## src/rtl/reg_file_2r1w.sv

```systemverilog
// Two-read, one-write register file with registered read outputs.
// Define READ_BYPASS_EN to forward same-edge write data to a matching read port.
module reg_file_2r1w #(
   parameter int WIDTH    = 16,
   parameter int ADDR_W   = 3,
   parameter int ZERO_REG = 1
) (
   input  logic              CLK,
   input  logic              R,
   input  logic              WE,
   input  logic [ADDR_W-1:0] WA,
   input  logic [WIDTH-1:0]  WD,
   input  logic [ADDR_W-1:0] RA1,
   input  logic [ADDR_W-1:0] RA2,
   output logic [WIDTH-1:0]  RD1,
   output logic [WIDTH-1:0]  RD2
);

   localparam int NREG = 2 ** ADDR_W;

   logic [WIDTH-1:0] regs [NREG];
   logic [NREG-1:0]  we_dec;
   logic [WIDTH-1:0] rd1_next;
   logic [WIDTH-1:0] rd2_next;
   logic             wa_is_zero;

   assign wa_is_zero = (ZERO_REG != 0) && (WA == '0);

   always_comb begin
      we_dec = '0;
      for (int unsigned i = 0; i < NREG; i++) begin
         we_dec[i] = WE && !wa_is_zero && (WA == ADDR_W'(i));
      end
   end

   always_comb begin
      rd1_next = regs[RA1];
      rd2_next = regs[RA2];
`ifdef READ_BYPASS_EN
      if (WE && !wa_is_zero && (WA == RA1)) rd1_next = WD;
      if (WE && !wa_is_zero && (WA == RA2)) rd2_next = WD;
`endif
      // Forced last so register 0 reads as zero even from uninitialised storage.
      if ((ZERO_REG != 0) && (RA1 == '0)) rd1_next = '0;
      if ((ZERO_REG != 0) && (RA2 == '0)) rd2_next = '0;
   end

   always_ff @(posedge CLK) begin
      if (R) begin
         for (int unsigned i = 0; i < NREG; i++) begin
            regs[i] <= '0;
         end
         RD1 <= '0;
         RD2 <= '0;
      end else begin
         for (int unsigned i = 0; i < NREG; i++) begin
            if (we_dec[i]) regs[i] <= WD;
         end
         RD1 <= rd1_next;
         RD2 <= rd2_next;
      end
   end

endmodule

```

## config.mk

```make
export PLATFORM = sky130hd
export DESIGN_NAME = reg_file_2r1w
export DESIGN_NICKNAME = d
export VERILOG_FILES = /design/src/rtl/reg_file_2r1w.sv
export SDC_FILE = /design/constraint.sdc
export NUM_CORES = 1
export LEC_CHECK = 0
export ABC_AREA = 0
export BUFFER_PORTS_ARGS = -buffer_cell sky130_fd_sc_hd__buf_2
export CAP_MARGIN = 30
export CORE_ASPECT_RATIO = 0.9
export CORE_MARGIN = 4
export CORE_UTILIZATION = 41
export DETAILED_ROUTE_END_ITERATION = 10
export PLACE_DENSITY = 0.64
export SYNTH_ARGS = -nofsm -noshare
export SYNTH_HDL_FRONTEND = slang
export SYNTH_SLANG_ARGS = --single-unit
```

## constraint.sdc

```tcl
create_clock -name CLK -period 3.3 [get_ports CLK]
set_input_delay 0.66 -clock CLK [delete_from_list [all_inputs] [get_ports CLK]]
set_output_delay 0.66 -clock CLK [all_outputs]
set_load 0.005 [all_outputs]
```

==> reports/results.ini <==
[clocking]
post_cts_buffers=0
clk_latency_ps=420
clk_transition_reported_paths_ps=60
cts_resized=0
htreeDepth=4
cts_tree=done
cts_hold_buf=0
clockBufferDepth=2
cts_root_buf=clkbuf_16
numCtsBuffers=17
cts.sinks=144

[sta]
period_needed_ps=1960
min_period_over_period_pct=59.3
finalClockSkew_ps=3.75
rsz0062_at_grt=no
timing.fmax_ghz=0.511
maxSlewViolCount=0
finalSetupTns_ps=0
hold_viol=0
setup_viol=0
tightest_slew_ps=885
relSlewSlack_pct=40.9

[synthesis]
yosysWarnings=0
synth_seq_cells=144
syn_nets=535
synth.avg_cell_area_um2=13.2
synth_cell_types=29
syn_area_mm2=0.00671
synthCells=507
ys_seq_area_share_pct=59.7

[layout]
drive_above_1_share_pct=29.7
fin_nets=598
diodes=0
area_growth_pct=15.2
nFillCells=1471
layout_common_cells=edfxtp_1, nor2_1, buf_2
fin_util_pct=48.0
final_common_cell=edfxtp_1

[placed_design]
place_hpwl_mm=11.2
port_buffers=59
globalplace.congestion=0.852

[grt]
grt_pass1_wl_mm=26.7
grt_max_degree=33
grt_overflow_total=0
globalRouteTotalUtil_pct=19.8
grt_pass1_vias=4676
antenna_found_initial=0

[floorplan]
core_area_mm2=0.0161
initial_core_util_pct=41.7
die_area_mm2=0.0185
die_x_um=143
io_pins=60
fp.dieH_um=129
row_count=44

[drt]
ant_nets=0
wl_mm=17.8
first_pass_iters=5
vias=4566
route.detailed.drc=0
viasPerCell=5.78
drt_iter0_drc=461
wire_per_inst_um=22.6

[outcome]
status=finished clean

[power_and_ir_drop]
leakage_nw=3.01
p_total_mw=4.47
ir_worst_vdd_uv=420
pwr_density_cell_mw_per_mm2=579

[setup_path]
required_ps=3420
crit_buf_inv=2
crit_chain=buf_2 -> nand2b_1 -> buf_4
critPathTopFamily=buffers and inverters
cp.arrival_ps=2080
cpPeakStageDelay_ps=640
critPathKind=input port to flop
slowest_stage=nand2b_1
cp_max_fo=22
crit_path_end_kind=flop
worst_setup_path_start_kind=input port

[worst_hold_path]
hp-class=flop to flop

[run]
max_cap_viol_count=0

[where the power goes]
group | total (mW) | switching [mW] | internal, mW
Combinational | 0.483 | 0.275 | 0.207
Sequential | 2.17 | 0.0696 | 2.10
Clock | 1.82 | 0.764 | 1.05
[state kept, by name, indices dropped and copies added (netlist names)]
signal / flops
regs: 112
RD1: 16
RD2: 16
[worst reg2reg max path, cell delays in order (launching register included)]
cell	delay, ps
edfxtp_1	400
mux2_1	310
o22ai_1	240
a2111oi_2	90
[layer usage]
| layer | track usage, % | part of all wire [%] | up-vias |
|---|---|---|---|
| li1 | - | - | 2006 |
| met1 | 24.8 | 41 | 2284 |
| met2 | 32.4 | 48 | 222 |
| met3 | 4.94 | 7.3 | 54 |
| met4 | 9.61 | 3.3 | 0 |
| met5 | 0 | 0 | - |
[worst paths after layout]
check,startpoint,endpoint,slack (ps),cells after the start
worst max-delay path,R,regs[1][1]$_SDFFCE_PN0P_,1340,3
worst min register to register,regs[1][0]$_SDFFCE_PN0P_,RD2[0]$_SDFF_PP0_,650,2
worst max register to register,regs[7][3]$_DFFE_PP_,RD2[3]$_SDFF_PP0_,2120,3
worst min-delay path,regs[1][0]$_SDFFCE_PN0P_,RD2[0]$_SDFF_PP0_,650,2
[kinds of logic after synthesis]
logic type / share of synthesized area, %
mux: 15.6
buf+inv: 5.69
simple gates: 8.58
flops: 59.7
compound gates: 10.4
[through the flow]
step / area (µm²) / cells / setup slack [ps] / hold slack (ps)
2_1_floorplan: 6710 / 507 / 1420 / 618
3_3_place_gp: 7170 / 758 / 925 / 630
3_5_place_dp: 7170 / 758 / 828 / 645
4_1_cts: 7720 / 790 / 1290 / 651
5_1_grt: 7720 / 790 / 1290 / 689
6_report: 7720 / 790 / 1340 / 653
[final cells by class]
class                      count  area (µm²)  share of cell area (%)
clock buffer                  19         443                    5.73
timing repair buffer          81         460                    5.96
multi-input combinational    293        2320                    30.0
tap                          207         259                    3.35
sequential                   144        4000                    51.8
clock inverter                13         114                    1.47
inverter                      33         124                    1.60
[cell usage after synthesis, drive strengths merged]
master	instances	area share [%]
a2111oi	16	3.6
a21oi	32	2.6
a221o	16	2.4
a41o	2	0.30
and2b	1	0.15
buf	24	3.0
clkbuf	13	0.80
dfxtp	32	9.6
edfxtp	112	50
inv	33	1.8
mux2	32	5.4
mux2i	32	4.8
mux4	16	5.5
nand2	18	1.0
nand2b	22	2.1
nand3	4	0.30
nor2	82	4.6
nor2b	3	0.39
o22ai	16	1.5
or2	1	0.093
No activity file was read; power rests on OpenSTA's default activity.
